<file path="src/rtl/regfile_uart_dump_pkg.sv">
// -----------------------------------------------------------------------------
// regfile_uart_dump_pkg
// Shared UART definitions for the register-file serial dump and the future
// receiver: FSM state encodings, the idle line level and the bit-period
// derivation from clock frequency and baud rate.
// -----------------------------------------------------------------------------
package regfile_uart_dump_pkg;

  typedef enum logic [2:0] {
    ST_IDLE  = 3'd0,
    ST_LOAD  = 3'd1,
    ST_START = 3'd2,
    ST_DATA  = 3'd3,
    ST_STOP  = 3'd4
  } uart_state_t;

  localparam logic UART_IDLE      = 1'b1;
  localparam logic UART_START_BIT = 1'b0;

  // Clocks per serial bit; integer division truncates (50 MHz / 115200 -> 434).
  function automatic int clks_per_bit(input int clk_freq, input int baud);
    return clk_freq / baud;
  endfunction

  // Counter width able to hold CLKS_PER_BIT-1, never narrower than one bit.
  function automatic int timer_width(input int cpb);
    return (cpb > 1) ? $clog2(cpb) : 1;
  endfunction

endpackage

</file>
<file path="src/rtl/uart_bit_timer.sv">
// -----------------------------------------------------------------------------
// uart_bit_timer
// Down-counter that measures one serial bit period.
//   clk   in  system clock
//   rst   in  asynchronous reset, active-high (count cleared)
//   load  in  reload the counter with RELOAD (bit period minus one)
//   en    in  count enable
//   tick  out high in the last cycle of a bit period (count 0 while enabled)
// On terminal count the counter reloads itself, so back-to-back bits need no
// extra load cycle.
// -----------------------------------------------------------------------------
module uart_bit_timer #(
  parameter int WIDTH  = 4,
  parameter int RELOAD = 9
) (
  input  logic clk,
  input  logic rst,
  input  logic load,
  input  logic en,
  output logic tick
);

  localparam logic [WIDTH-1:0] RELOAD_V = WIDTH'(RELOAD);

  logic [WIDTH-1:0] cnt_reg;

  always_ff @(posedge clk or posedge rst) begin
    if (rst) begin
      cnt_reg <= '0;
    end else if (load) begin
      cnt_reg <= RELOAD_V;
    end else if (en) begin
      if (cnt_reg == '0) begin
        cnt_reg <= RELOAD_V;
      end else begin
        cnt_reg <= cnt_reg - WIDTH'(1);
      end
    end
  end

  assign tick = en && (cnt_reg == '0);

endmodule

</file>
<file path="src/rtl/regfile_uart_dump.sv">
// -----------------------------------------------------------------------------
// regfile_uart_dump
// Walks register addresses 0..NUM_REGS-1 through a register-file read port
// and transmits each value as one 8N1 byte (LSB first) on txd.
//   clk    in   system clock
//   rst    in   asynchronous reset, active-high; aborts any frame in flight
//   start  in   dump request, level-sampled, only honoured while idle
//   ra     out  read address to the register file (registered)
//   rd     in   register-file read data for ra (combinational read)
//   txd    out  serial line, idles high
//   busy   out  high from the cycle after start is accepted to the last stop bit
//   done   out  one-cycle pulse after the final stop bit of the dump
// On the board, ra feeds RegisterFile ra2 through a mux while busy and txd
// drives UART_TXD.
// -----------------------------------------------------------------------------
module regfile_uart_dump
  import regfile_uart_dump_pkg::*;
#(
  parameter int CLK_FREQ = 50_000_000,
  parameter int BAUD     = 115200,
  parameter int DATA_W   = 8,
  parameter int ADDR_W   = 3,
  parameter int NUM_REGS = 8
) (
  input  logic              clk,
  input  logic              rst,
  input  logic              start,
  output logic [ADDR_W-1:0] ra,
  input  logic [DATA_W-1:0] rd,
  output logic              txd,
  output logic              busy,
  output logic              done
);

  localparam int                CLKS_PER_BIT = clks_per_bit(CLK_FREQ, BAUD);
  localparam int                TIMER_W      = timer_width(CLKS_PER_BIT);
  localparam logic [ADDR_W-1:0] LAST_RA      = ADDR_W'(NUM_REGS - 1);
  localparam logic [2:0]        LAST_BIT     = 3'(DATA_W - 1);

  uart_state_t       state_reg, state_next;
  logic [ADDR_W-1:0] ra_reg, ra_next;
  logic [DATA_W-1:0] shift_reg, shift_next;
  logic [2:0]        bit_idx_reg, bit_idx_next;
  logic              busy_reg, busy_next;
  logic              done_reg, done_next;
  logic              txd_reg, txd_next;
  logic              timer_load, timer_en, bit_tick;

  uart_bit_timer #(
    .WIDTH  (TIMER_W),
    .RELOAD (CLKS_PER_BIT - 1)
  ) u_bit_timer (
    .clk  (clk),
    .rst  (rst),
    .load (timer_load),
    .en   (timer_en),
    .tick (bit_tick)
  );

  always_ff @(posedge clk or posedge rst) begin
    if (rst) begin
      state_reg   <= ST_IDLE;
      ra_reg      <= '0;
      shift_reg   <= '0;
      bit_idx_reg <= '0;
      busy_reg    <= 1'b0;
      done_reg    <= 1'b0;
      txd_reg     <= UART_IDLE;
    end else begin
      state_reg   <= state_next;
      ra_reg      <= ra_next;
      shift_reg   <= shift_next;
      bit_idx_reg <= bit_idx_next;
      busy_reg    <= busy_next;
      done_reg    <= done_next;
      txd_reg     <= txd_next;
    end
  end

  always_comb begin
    state_next   = state_reg;
    ra_next      = ra_reg;
    shift_next   = shift_reg;
    bit_idx_next = bit_idx_reg;
    busy_next    = busy_reg;
    done_next    = 1'b0;
    timer_load   = 1'b0;
    timer_en     = 1'b0;

    case (state_reg)
      ST_IDLE: begin
        ra_next = '0;
        if (start) begin
          state_next = ST_LOAD;
          busy_next  = 1'b1;
        end
      end
      ST_LOAD: begin
        // ra has been stable for a full cycle; snapshot the register so later
        // writes cannot change the byte on the wire.
        shift_next   = rd;
        bit_idx_next = '0;
        timer_load   = 1'b1;
        state_next   = ST_START;
      end
      ST_START: begin
        timer_en = 1'b1;
        if (bit_tick) begin
          state_next = ST_DATA;
        end
      end
      ST_DATA: begin
        timer_en = 1'b1;
        if (bit_tick) begin
          if (bit_idx_reg == LAST_BIT) begin
            state_next = ST_STOP;
          end else begin
            bit_idx_next = bit_idx_reg + 3'd1;
            shift_next   = shift_reg >> 1;
          end
        end
      end
      ST_STOP: begin
        timer_en = 1'b1;
        if (bit_tick) begin
          if (ra_reg == LAST_RA) begin
            state_next = ST_IDLE;
            done_next  = 1'b1;
            busy_next  = 1'b0;
            ra_next    = '0;
          end else begin
            ra_next    = ra_reg + ADDR_W'(1);
            state_next = ST_LOAD;
          end
        end
      end
      default: begin
        state_next = ST_IDLE;
      end
    endcase

    // txd is registered from the next state so the line never glitches.
    case (state_next)
      ST_START: txd_next = UART_START_BIT;
      ST_DATA:  txd_next = shift_next[0];
      default:  txd_next = UART_IDLE;
    endcase
  end

  assign ra   = ra_reg;
  assign txd  = txd_reg;
  assign busy = busy_reg;
  assign done = done_reg;

endmodule

</file>
<file path="config.mk">
export PLATFORM = sky130hd
export DESIGN_NAME = regfile_uart_dump
export DESIGN_NICKNAME = d
export VERILOG_FILES = /design/src/rtl/regfile_uart_dump_pkg.sv /design/src/rtl/uart_bit_timer.sv /design/src/rtl/regfile_uart_dump.sv
export SDC_FILE = /design/constraint.sdc
export NUM_CORES = 1
export LEC_CHECK = 0
export ABC_CLOCK_PERIOD_IN_PS = 4000
export BUFFER_PORTS_ARGS = -buffer_cell sky130_fd_sc_hd__buf_2
export CAP_MARGIN = 10
export CORE_ASPECT_RATIO = 2
export CORE_UTILIZATION = 59
export DETAILED_ROUTE_END_ITERATION = 10
export GPL_ROUTABILITY_DRIVEN = 1
export PLACE_DENSITY = 0.8
export SLEW_MARGIN = 10
export SYNTH_ARGS = -nofsm -noshare
export SYNTH_HDL_FRONTEND = slang
export SYNTH_SLANG_ARGS = --single-unit
</file>
<file path="constraint.sdc">
create_clock -name clk -period 4 [get_ports clk]
set_clock_uncertainty 0.1 [all_clocks]
set_input_delay 0.4 -clock clk [delete_from_list [all_inputs] [get_ports clk]]
set_output_delay 0.4 -clock clk [all_outputs]
set_load 0.02 [all_outputs]
</file>
# [Word level (Yosys, flattened, before mapping)]
# Index checks and enable logic that the tools add are counted.
[totals] elab_cells=64 reg_bits=29
[op_classes] n_reduce_logical=10 eq_ne=13 muxes=29 n_addsub=3
[ops] operator="$mux W3" count=9
[ops] operator="$mux W9" count=3
[ops] operator="$mux W8" count=2
[ops] operator="$pmux W8 S2" count=1
[ops] operator="$pmux W3 S5" count=1
[ops] operator="$eq A3 B2 Y1 const B" count=4
[ops] operator="$pmux W3 S2" count=2
[ops] operator="$ne A2 B2 Y1 const B" count=5
[ops] operator="$eq A3 B3 Y1 const B" count=3
[ops] operator="$logic_not A9 Y1" count=1
[ops] operator="$mux W1" count=9
[ops] operator="$sub A9 B1 Y9 const B" count=1
[ops] operator="$add A3 B1 Y3 const B" count=2
[ops] operator="$reduce_bool A2 Y1" count=3
[ops] operator="$pmux W1 S2" count=2
[ops] operator="$reduce_and A4 Y1" count=1
[ops] operator="$eq A3 B1 Y1 const B" count=1
[ops] operator="$logic_not A3 Y1" count=1
[ops] operator="$reduce_and A3 Y1" count=1
[ops] operator="$reduce_or A3 Y1" count=1
[ops] operator="$reduce_and A2 Y1" count=1
[ops] operator="$logic_and A1 B1 Y1" count=1

# [Longest topological paths before layout]
# Gate-level depths: netlist (run 1).
[logic_depth] depth_word=8 ltp_mapped=7 depth_no_buf=6

# [Hierarchy]
# From an unflattened synthesis (run 1), not the netlist that was laid out.
[unflattened] cells_unflattened=149 hier_area_um2=1522.7
[by_module_without_submodules] mod="regfile_uart_dump" n_inst=1 area_each_um2=997.2 cells_each=95
[by_module_without_submodules] mod="uart_bit_timer" n_inst=1 area_each_um2=525.5 cells_each=54

# [Least setup slack after synthesis (run 1)]
# OpenSTA, ideal clock, no wires.
[synth_timing] path_type="reg-to-reg" from="register u_bit_timer.cnt_reg[0]" to="register u_bit_timer.cnt_reg[1]" stages_incl_launch_ff=8 t_required_ps=3776 period_less_slack_ps=2004 setup_slack_ps=1996 path_buffers=1 arrival_time_ps=1781 path_cell_list="dfrtp_1 inv_1 ha_1 or4b_1 clkbuf_1 nor2_1 o31ai_1 a211o_1"
[synth_via] elab_chain_cells=4
[synth_lines] item="start, declared" line="uart_bit_timer.sv:25" source="logic [WIDTH-1:0] cnt_reg;"
[synth_lines] item="start signal, assigned" line="uart_bit_timer.sv:36" source="cnt_reg <= cnt_reg - WIDTH'(1);"
[synth_lines] item="$sub A9 B1 Y9 or $logic_not A9 Y1 (tied branches)" line="uart_bit_timer.sv:36, uart_bit_timer.sv:33"
[synth_lines] item="$mux W9 *" line="uart_bit_timer.sv:33" source="if (cnt_reg == '0) begin"
[synth_lines] item="$mux W9 *" line="uart_bit_timer.sv:32" source="end else if (en) begin"
[synth_lines] item="$mux W9 *" line="uart_bit_timer.sv:30" source="end else if (load) begin"
# Every way passes the cells marked *; elsewhere a longest branch is shown, timed or not. The select of a mux whose other input is x is not followed.
# A chain may end at the register's enable or synchronous reset.

# [Worst setup path after layout (run 1)]
[layout_timing] from="register state_reg[2]" to="register txd_reg (netlist: txd)"
[layout_lines] item="start, declared" line="regfile_uart_dump.sv:40" source="uart_state_t state_reg, state_next;"
[layout_lines] item="start signal, assigned" line="regfile_uart_dump.sv:70" source="state_reg <= state_next;"
[layout_lines] item="$eq A3 B3 Y1 or $eq A3 B2 Y1 (tied branches)" line="regfile_uart_dump.sv:90" source="case (state_reg)"
[layout_lines] item="$reduce_or A3 Y1 (no source line)"
[layout_lines] item="$mux W1" line="regfile_uart_dump.sv:90"
[layout_lines] item="$logic_and A1 B1 Y1" line="uart_bit_timer.sv:41" source="assign tick = en && (cnt_reg == '0);"
[layout_lines] item="$mux W8" line="regfile_uart_dump.sv:114" source="if (bit_tick) begin"
[layout_lines] item="$pmux W8 S2 *" line="regfile_uart_dump.sv:90"
[layout_lines] item="net shift_next[0]" line="regfile_uart_dump.sv:42" source="logic [DATA_W-1:0] shift_reg, shift_next;"
[layout_lines] item="$pmux W1 S2 *" line="regfile_uart_dump.sv:143" source="case (state_next)"
[layout_lines] item="net txd_next" line="regfile_uart_dump.sv:46" source="logic txd_reg, txd_next;"
[layout_lines] item="end signal, assigned" line="regfile_uart_dump.sv:76" source="txd_reg <= txd_next;"
[layout_lines] item="end, declared" line="regfile_uart_dump.sv:46"
# The timed path passes the listed nets; every way through them passes the cells marked *. The select of a mux whose other input is x is not followed.

==> metrics.cfg, run 1 <==
[logic_synthesis]
synthFlopType=dfrtp_1
netlist.area_leader.share_pct=43.5
synth_area_leader_cell=dfrtp_1
syn-cell-area_sq_um=1610
synth-edff-count=0
synth.most_common_cell=dfrtp_1
synth_cells=160
ys_seq_elements=29
synth_nets=177
async_flop_share_pct=100
yosysWarnings=0
synthTopCellsByCount=dfrtp_1 (28), nand2_1 (15), o22ai_1 (9), inv_1 (8), nand3_1 (8)
yosysUniqueCellTypes=48
avgSynthCellArea_sq_um=10.1
ys_top_cells_by_area=dfrtp_1 (44%), ha_1 (4.7%), nand2_1 (3.5%)
ys_seq_area_share_pct=45.2

[route]
vias=1299
wl_per_cell_um=16.7
drtPass1Iterations=4
via_per_inst=6.34
final_antenna_net_count=0
drt_iter0_markers=23
wl_mm=3.43
drc=0

[grt]
grt_use_total_pct=27.1
grt_pass1_wl_mm=5.55
grt-ovfl-total=0
grt_pass1_vias=1282
antenna_found_initial=0
grt_max_degree=30

[clocking]
numCtsBuffers=5
cts_resized=0
cts-root-buf=clkbuf_8
clockBufferDepth=2
clk_pin_slew_ns=0.06
cts_hold_buf=0
cts_sinks=29
tritoncts=built
post_cts_buffers=0
insertion_delay_ns=0.27
htreeDepth=2

[floorplanning]
die_w_um=38.9
start_util_pct=62.6
fp.coreArea_sq_um=2570
die_height_um=75.9
ios=17
row_count=26
dieArea_sq_um=2950

[sta]
fin_crit_ns=2.33
finalMaxSlewViolations=0
relSlewSlack_pct=45.9
finalHoldViolations=0
tns_ns=0
post-route-period-util_pct=58.3
tightest_slew_ns=0.809
fmax_mhz=429
rsz0062_at_grt=no
fin_hold_ws_ns=0.0616
setup_viol=0

[pwr]
leakage_nw=0.804
powerDensity_nw_per_um2=309
peakVddDrop_mv=0.324

[setup_path]
worst-endpoint-required_ns=4.11
crit_type=flop to flop
cp.arrival_ns=2.44
cp_max_fo=18
cp-end-kind=flop
cp-start-kind=flop

[cells_and_area]
drive_above_1_share_pct=19.2
nets=193
largest_reg_flops=9
syn_to_final_growth_pct=11.3
antenna_cells=0
stdcell_count=205

[min_path]
worstHoldPathType=primary input to asynchronous set/reset pin

[placed_design]
dpl.hpwl_mm=2.60
gp_congestion=0.928
portBuffers=16
placed_cells=196

[run_status]
status=finished, final reports clean

[flow_run]
drv_cap=0

-- area by class of cell --
class | count | area, sq um
clock buffer | 8 | 90.1
fill | 205 | 779
inverter | 8 | 30.0
multi-input combinational | 115 | 813
sequential | 29 | 727
tap | 28 | 35.0
timing repair buffer | 17 | 95.1
-- final timing paths --
kind / startpoint / end / slack [ns] / depth (start not counted)
setup reg to reg: state_reg[2]$_DFF_PP0_ / txd$_DFF_PP1_ / 1.67 / 4
hold reg to reg: ra[1]$_DFFE_PP0P_ / ra[1]$_DFFE_PP0P_ / 0.44 / 1
min in group clk: rd[7] / shift_reg[7]$_DFFE_PP0P_ / 0.27 / 3
hold / removal: rst / bit_idx_reg[1]$_DFFE_PP0P_ / 0.06 / 2
max in group asynchronous: rst / txd$_DFF_PP1_ / 3.16 / 3
setup / recovery: state_reg[2]$_DFF_PP0_ / txd$_DFF_PP1_ / 1.67 / 4
-- stage by stage --
step,setup slack (ns),utilization (%),power [W],instance area (sq um)
floorplan,2.00,-,0.000310,1610
global placement,1.74,65.6,0.000316,1690
detailed placement,1.69,65.6,0.000317,1690
CTS,1.68,69.1,0.000556,1780
global route,1.53,69.7,0.000571,1790
finish,1.67,69.7,0.000553,1790
-- cells by family (layout without fill, tap and decap cells) --
kind of cell             Yosys count  count (layout)  share of synthesized area [%]
AO/OA/AOI/OAI                     44              44                           20.6
XOR/XNOR                           6               6                           3.27
adder cells (fa/ha/maj)            6               6                           4.67
buffers and inverters             16              33                           4.28
flip-flops                        29              29                           45.2
multiplexers                       2               2                           1.32
AND/OR/NAND/NOR                   57              57                           20.7
-- placed cells by master (no fill, tap or decap), types with 2 or more instances in the layout --
cell type / n
and2_1: 3
o22ai_1: 9
nand4_1: 5
clkbuf_8: 6
nor4_1: 2
o221ai_1: 2
nand2_1: 15
nand2b_1: 2
nand3_1: 8
xnor2_1: 4
o31ai_1: 4
a2bb2oi_1: 5
clkbuf_1: 2
dfrtp_1: 28
a21oi_1: 6
nor2b_1: 3
inv_1: 8
buf_2: 16
nor3_1: 4
nor2_1: 5
a22o_1: 3
o21ai_0: 4
xor2_1: 2
ha_1: 6
-- power breakdown --
| part | internal [W] | switching, W |
|---|---|---|
| registers | 0.000296 | 0.00000144 |
| logic | 0.00000713 | 0.00000834 |
| clock network | 0.000140 | 0.000100 |
-- worst max-delay path, stage by stage (launching register included) --
cell	delay, ns
dfrtp_1	0.55
nor2b_1	0.71
mux2_2	0.42
a311o_2	0.32
a21bo_1	0.17
-- routing by layer --
metal,up-vias,global-route usage (%),routed length [um]
met5,-,0,0
met4,0,15.3,129
met3,12,7.58,105
met2,39,45.7,1920
met1,620,29.1,1270
li1,628,-,-
Power figures use the tool's default switching activity.
==> run 2, diff against run 1 <==
--- a/config.mk
+++ b/config.mk
@@ -5,14 +5,14 @@
 export SDC_FILE = /design/constraint.sdc
 export NUM_CORES = 1
 export LEC_CHECK = 0
-export ABC_CLOCK_PERIOD_IN_PS = 4000
+export ABC_CLOCK_PERIOD_IN_PS = 2100
 export BUFFER_PORTS_ARGS = -buffer_cell sky130_fd_sc_hd__buf_2
 export CAP_MARGIN = 10
 export CORE_ASPECT_RATIO = 2
-export CORE_UTILIZATION = 59
+export CORE_UTILIZATION = 52
 export DETAILED_ROUTE_END_ITERATION = 10
 export GPL_ROUTABILITY_DRIVEN = 1
-export PLACE_DENSITY = 0.8
+export PLACE_DENSITY = 0.75
 export SLEW_MARGIN = 10
 export SYNTH_ARGS = -nofsm -noshare
 export SYNTH_HDL_FRONTEND = slang
==> constraint.sdc (replaced) <==
create_clock -name clk -period 2.1 [get_ports clk]
set_clock_uncertainty 0.1 [all_clocks]
set_input_delay 0.21 -clock clk [delete_from_list [all_inputs] [get_ports clk]]
set_output_delay 0.21 -clock clk [all_outputs]
set_load 0.02 [all_outputs]
==> run 2 against run 1 <==
Die area rose by 13%. Global-route usage is 1.3 points higher. Critical path depth increased by 2. Hold slack hardly changed. Total power grew 99%. Final area is 7.4% higher. Critical path type unchanged. Critical endpoint is now u_bit_timer.cnt_reg[6]$_DFFE_PP0P_. Largest cell class unchanged. Largest power group unchanged. Highest routed layer unchanged.
==> metrics.cfg, run 2 (synthesis results as in run 1) <==
[clocking]
clockBufferDepth=2  ; unchanged
insertion_delay_ns=0.28  ; about the same
htreeDepth=2  ; unchanged
cts-root-buf=clkbuf_8
clk_pin_slew_ns=0.06  ; about the same
numCtsBuffers=5  ; unchanged
tritoncts=built
cts_sinks=29  ; unchanged

[pwr]
cellInternalPower_w=0.000873  ; +97%
powerDensity_nw_per_um2=572  ; +85%
pwr-share-clk_pct=45.8  ; +2.4 points
power_w=0.00110  ; +99%
p_seq_share_pct=51.6  ; -2.2 points
combPwrFrac_pct=2.6  ; -0.2 points
peakVddDrop_mv=0.563  ; +74%
swShare_pct=20.6  ; +0.69 points
leakage_nw=0.890  ; +11%
net-switching-power_w=0.000226  ; +110%

[floorplanning]
dieArea_sq_um=3330  ; +13%
row_count=28  ; +7.7%
die_w_um=41.3  ; +6.2%
die_height_um=80.7  ; +6.3%
ios=17  ; unchanged
fp.coreArea_sq_um=2940  ; +15%
start_util_pct=54.7  ; -7.9 points

[sta]
tns_ns=0  ; unchanged
fmax_mhz=501  ; +17%
fin_crit_ns=2.00  ; -0.335 ns
rsz0062_at_grt=no
relSlewSlack_pct=73.2  ; +27 points
finalHoldViolations=0  ; unchanged
finalMaxSlewViolations=0  ; unchanged
setup_viol=0  ; unchanged
layout_setup_ws_ns=0.103  ; -1.56 ns
tightest_slew_ns=0.398  ; -0.411 ns
post-route-period-util_pct=95.1  ; +37 points
fin_hold_ws_ns=0.0619  ; +0.000293 ns

[grt]
grt-ovfl-total=0  ; unchanged
grt_max_degree=30  ; unchanged
antenna_found_initial=0  ; unchanged
grt_use_total_pct=28.4  ; +1.3 points
grt_pass1_wl_mm=6.32  ; +14%
grt_pass1_vias=1459  ; +14%

[min_path]
hp-start=rd[7]
worstHoldPathType=primary input to flop
whs_path_depth=3
whs_endpoint=shift_reg[7]$_DFFE_PP0P_

[setup_path]
crit_type=flop to flop
worst-endpoint-required_ns=2.17  ; -1.94 ns
rr_startpoint=u_bit_timer.cnt_reg[1]$_DFFE_PP0P_
r2r_setup_slack_ns=0.10  ; -1.56 ns
rr_worst_depth=6  ; +2
cp_max_fo=8  ; -10
crit_start=u_bit_timer.cnt_reg[1]$_DFFE_PP0P_
cp.arrival_ns=2.07  ; -0.37 ns
cp-end-kind=flop
cp-start-kind=flop
r2r-end=u_bit_timer.cnt_reg[6]$_DFFE_PP0P_

[cells_and_area]
layout_common_cells=dfrtp_1 (28), buf_2 (16), buf_4 (16)
largest_reg_flops=9  ; unchanged
antenna_cells=0  ; unchanged
drive_above_1_share_pct=26.9  ; +7.7 points
nets=209  ; +8.3%
final_common_cell=dfrtp_1
syn_to_final_growth_pct=19.5

[route]
via_per_inst=6.16  ; -2.8%
wl_per_cell_um=17.6  ; +5.2%
drc=0  ; unchanged
vias=1373  ; +5.7%
drtPass1Iterations=4  ; unchanged
final_antenna_net_count=0  ; unchanged
drt_iter0_markers=39  ; +70%
wl_mm=3.92  ; +14%

[flow_run]
drv_cap=0  ; unchanged

[placed_design]
gp_congestion=0.866  ; -6.6%
portBuffers=16  ; unchanged
dpl.hpwl_mm=2.93  ; +13%
dp_slack_ns=-0.0211  ; -1.71 ns

[run_status]
status=finished, final reports clean

[run 2: worst max-delay path, cell delays in order (launching register included)]
cell and delay, ns:
dfrtp_1 0.39, inv_1 0.08, ha_1 0.15, or4b_4 0.53, o311ai_2 0.29, o21ai_2 0.17
and2_1 0.17
[run 2: final cells by class]
cell class	count	area (sq um)
Clock buffer	7	96.3
Clock inverter	1	5.00
Fill cell	252	1020
Inverter	8	30.0
Multi-Input combinational cell	115	817
Sequential cell	29	727
Tap cell	30	37.5
Timing Repair Buffer	33	210
[run 2: stage by stage]
| stage | instances | util, % | area (sq um) |
|---|---|---|---|
| floorplan | 160 | - | 1610 |
| global placement | 212 | 60.9 | 1790 |
| detailed placement | 212 | 60.9 | 1790 |
| CTS | 223 | 65.3 | 1920 |
| global route | 223 | 65.3 | 1920 |
| finish | 223 | 65.3 | 1920 |
[run 2: worst max-delay path by stage]
stage	endpoint	slack, ns	depth (start not counted)
after global placement	shift_reg[5]$_DFFE_PP0P_	0.02	6
after detailed placement	bit_idx_reg[0]$_DFFE_PP0P_	-0.02	6
after global routing	bit_idx_reg[1]$_DFFE_PP0P_	0.02	7
after floorplan	u_bit_timer.cnt_reg[1]$_DFFE_PP0P_	0.1	7
final	u_bit_timer.cnt_reg[6]$_DFFE_PP0P_	0.10	6
after CTS	u_bit_timer.cnt_reg[3]$_DFFE_PP0P_	0.09	6
[run 2: routing by layer]
layer	part of all wire, %	GRT usage [%]
met4	2.0	11.6
met2	58	51.4
met1	37	28.3
met5	0	0
met3	2.8	5.80
[run 2: power groups by stage]
stage          Combinational [W]  Clock, W  Sequential (W)
2_1_floorplan          0.0000139         0        0.000576
4_1_cts                0.0000297  0.000513        0.000567
3_5_place_dp           0.0000281         0        0.000577
6_report               0.0000291  0.000503        0.000567
3_3_place_gp           0.0000276         0        0.000577
5_1_grt                0.0000328  0.000529        0.000567
[run 2: what timing repair did]
item	in CTS	in global routing
buffers inserted	2	0
hold buffers	1	0
hold endpoints to repair	28	0
gates resized for setup	1	0
setup endpoints to repair	10	0
==> run 3, diff against run 2 <==
--- a/config.mk
+++ b/config.mk
@@ -9,11 +9,12 @@
 export BUFFER_PORTS_ARGS = -buffer_cell sky130_fd_sc_hd__buf_2
 export CAP_MARGIN = 10
 export CORE_ASPECT_RATIO = 2
-export CORE_UTILIZATION = 52
+export CORE_UTILIZATION = 51
 export DETAILED_ROUTE_END_ITERATION = 10
 export GPL_ROUTABILITY_DRIVEN = 1
-export PLACE_DENSITY = 0.75
+export PLACE_DENSITY = 0.74
 export SLEW_MARGIN = 10
 export SYNTH_ARGS = -nofsm -noshare
 export SYNTH_HDL_FRONTEND = slang
+export SYNTH_HIERARCHICAL = 1
 export SYNTH_SLANG_ARGS = --single-unit
==> run 3 against run 2 <==
Setup slack hardly changed. Clock power is 37% higher. Cell count is 7.2% lower. Wire length is 13% lower. Global-route usage is 3.6 points lower. Via count is 13% lower. Area after synthesis is 5.4% lower. Core utilization is 0.069 points higher. Total power is 18% higher. Critical path type unchanged.
==> metrics.cfg, run 3 <==
[cells_and_area]
fin_area_sq_um=1830  ; -4.6%
antenna_cells=0  ; unchanged
layout_common_cells=dfrtp_1 (27), nand2_1 (23), buf_2 (16)
syn_to_final_growth_pct=20.5
stdcell_count=207  ; -7.2%
final_common_cell=dfrtp_1
seqCellArea_sq_um=728  ; +0.17%
num-fill-cells=230  ; -8.7%
drive_above_1_share_pct=30.3  ; +3.4 points
multi_input_area_sq_um=748  ; -8.4%
final_util_pct=65.4  ; +0.069 points
largest_reg_flops=9  ; unchanged
nets=193  ; -7.7%

[logic_synthesis]
avgSynthCellArea_sq_um=10.2  ; +1.6%
synth_cells=149  ; -6.9%
ys_seq_elements=29  ; unchanged
async_flop_share_pct=100  ; unchanged
synth_nets=165  ; -6.8%
synth_area_leader_cell=dfrtp_1
synthTopCellsByCount=dfrtp_1 (28), nand2_1 (23), nor2_1 (13), inv_1 (8), a22oi_1 (6)
yosysUniqueCellTypes=45  ; -6.3%
ys_top_cells_by_area=dfrtp_1 (46%), nand2_1 (5.7%), ha_1 (4.1%)
netlist.area_leader.share_pct=46.0  ; +2.5 points
synth-edff-count=0  ; unchanged
synth.most_common_cell=dfrtp_1
synthFlopType=dfrtp_1
syn-cell-area_sq_um=1520  ; -5.4%
ys_seq_area_share_pct=47.7  ; +2.6 points
yosysWarnings=6  ; +6

[route]
drc=0  ; unchanged
vias=1192  ; -13%
drt_iter0_markers=27  ; -31%
wl_per_cell_um=16.5  ; -5.9%
drtPass1Iterations=4  ; unchanged
final_antenna_net_count=0  ; unchanged
via_per_inst=5.76  ; -6.5%
wl_mm=3.42  ; -13%

[sta]
finalMaxSlewViolations=0  ; unchanged
tightest_slew_ns=0.766  ; +0.367 ns
fin_crit_ns=2.00  ; -0.000175 ns
post-route-period-util_pct=95.1  ; about the same
tns_ns=0  ; unchanged
setup_viol=0  ; unchanged
rsz0062_at_grt=no
relSlewSlack_pct=48.9  ; -24 points
finalHoldViolations=0  ; unchanged
fmax_mhz=501  ; about the same

[grt]
antenna_found_initial=0  ; unchanged
grt-busiest-layer=met2
grt_max_degree=21  ; -30%
grt_pass1_wl_mm=5.39  ; -15%
grt-ovfl-total=0  ; unchanged
grt_pass1_vias=1216  ; -17%
grt_use_met3_pct=6.15  ; +0.34 points
grt_use_met2_pct=44.6  ; -6.8 points
met1_usage_pct=23.8  ; -4.5 points
grt_use_total_pct=24.9  ; -3.6 points

[placed_design]
placed_cells=198  ; -6.6%
place_area_sq_um=1660  ; -7.4%
dpl.hpwl_mm=2.55  ; -13%
gp_congestion=0.789  ; -8.9%
portBuffers=16  ; unchanged

[pwr]
leakage_nw=0.881  ; -1.0%
powerDensity_nw_per_um2=707  ; +24%
peakVddDrop_mv=0.744  ; +32%
power_w=0.00130  ; +18%

[run_status]
status=finished, final reports clean

[setup_path]
cp_max_fo=4  ; -4
crit_type=flop to flop
cp-start-kind=flop
cp-end-kind=flop
worst-endpoint-required_ns=2.21  ; +0.04 ns
cp.arrival_ns=2.10  ; +0.03 ns

[clocking]
cts-root-buf=clkbuf_8
insertion_delay_ns=0.29  ; about the same
numCtsBuffers=5  ; unchanged
tritoncts=built
post_cts_buffers=0  ; -2
clockBufferDepth=2  ; unchanged
htreeDepth=2  ; unchanged
cts_sinks=29  ; unchanged
clk_pin_slew_ns=0.06  ; about the same

[floorplanning]
ios=17  ; unchanged
dieArea_sq_um=3220  ; -3.4%
start_util_pct=54.3  ; -0.37 points
die_height_um=79.3  ; -1.7%
row_count=27  ; -3.6%
fp.coreArea_sq_um=2800  ; -4.7%
die_w_um=40.6  ; -1.7%

[min_path]
worstHoldPathType=primary input to flop

[flow_run]
drv_cap=0  ; unchanged

run 3: cell types whose count changed after synthesis, moves of 3 or more:
| cell | previous run | this run |
|---|---|---|
| a22o_2 | 0 | 3 |
| a22oi_1 | 0 | 6 |
| a2bb2oi_1 | 5 | 0 |
| and2_1 | 3 | 0 |
| clkbuf_1 | 6 | 0 |
| nand2_1 | 15 | 23 |
| nand3_1 | 8 | 3 |
| nand4_1 | 5 | 0 |
| nor2_1 | 5 | 13 |
| nor2b_1 | 3 | 0 |
| o22ai_1 | 9 | 1 |
run 3: timing repair:
item	4_1_cts	5_1_grt
gates resized for setup	0	7
endpoints found under the setup margin	0	11
hold endpoints to repair	28	0
hold buffers	1	0
run 3: area by class of cell:
| class | instances | share of cell area (%) |
|---|---|---|
| Multi-Input combinational cell | 107 | 40.8 |
| Inverter | 8 | 1.64 |
| Timing Repair Buffer | 26 | 8.59 |
| Tap cell | 29 | 1.98 |
| Sequential cell | 29 | 39.7 |
| Clock buffer | 5 | 3.75 |
| Clock inverter | 3 | 3.55 |
run 3: worst paths after layout:
check                                              startpoint                                  to  slack [ns]  cells past startpoint
min                                                     rd[4]            shift_reg[4]$_DFFE_PP0P_        0.02                      3
max                        u_bit_timer/cnt_reg[1]$_DFFE_PP0P_                       txd$_DFF_PP1_        0.10                      8
max in group asynchronous                                 rst              state_reg[0]$_DFF_PP0_        0.84                      3
min in group asynchronous                                 rst  u_bit_timer/cnt_reg[7]$_DFFE_PP0P_        0.35                      3
min reg2reg                          shift_reg[4]$_DFFE_PP0P_            shift_reg[3]$_DFFE_PP0P_        0.41                      2
max reg2reg                u_bit_timer/cnt_reg[1]$_DFFE_PP0P_                       txd$_DFF_PP1_        0.10                      8
run 3: per-stage QoR:
step                      setup WS [ns]  hold slack, ns
after floorplan                 0.00808         -0.0621
after global placement            0.176          0.0885
after detailed placement         0.0689           0.101
after CTS                        0.0389          0.0145
after global routing            0.00898          0.0196
final                             0.103          0.0189
run 3: kinds of logic (layout without fill, tap and decap cells):
| group | after synthesis | after routing | share of synthesized area [%] |
|---|---|---|---|
| compound gates | 29 | 29 | 13.6 |
| simple gates | 64 | 64 | 23.2 |
| buf+inv | 13 | 42 | 5.59 |
| flops | 29 | 29 | 47.7 |
| mux | 3 | 3 | 2.38 |
| xor+xnor | 6 | 6 | 3.45 |
| fa+ha+maj | 5 | 5 | 4.11 |
run 3: per-layer routing:
layer	wire length (um)	share of wire, %	vias up
li1	-	-	582
met5	0	0	-
met3	57	1.7	8
met4	66	1.9	0
met1	1260	37	582
met2	2040	60	20
run 3: power by group:
part / total [W] / switching (W) / internal, W
Combinational: 0.0000341 / 0.0000190 / 0.0000151
Clock: 0.000691 / 0.000220 / 0.000471
Sequential: 0.000572 / 0.00000539 / 0.000567
run 3: worst max-delay path: stages, from the launching register on:
cell and delay, ns:
dfrtp_1 0.39, inv_1 0.12, ha_4 0.16, nor4b_2 0.18, and4_4 0.27, nand2b_4 0.07
mux2i_1 0.12, or3_1 0.33, a31oi_1 0.18
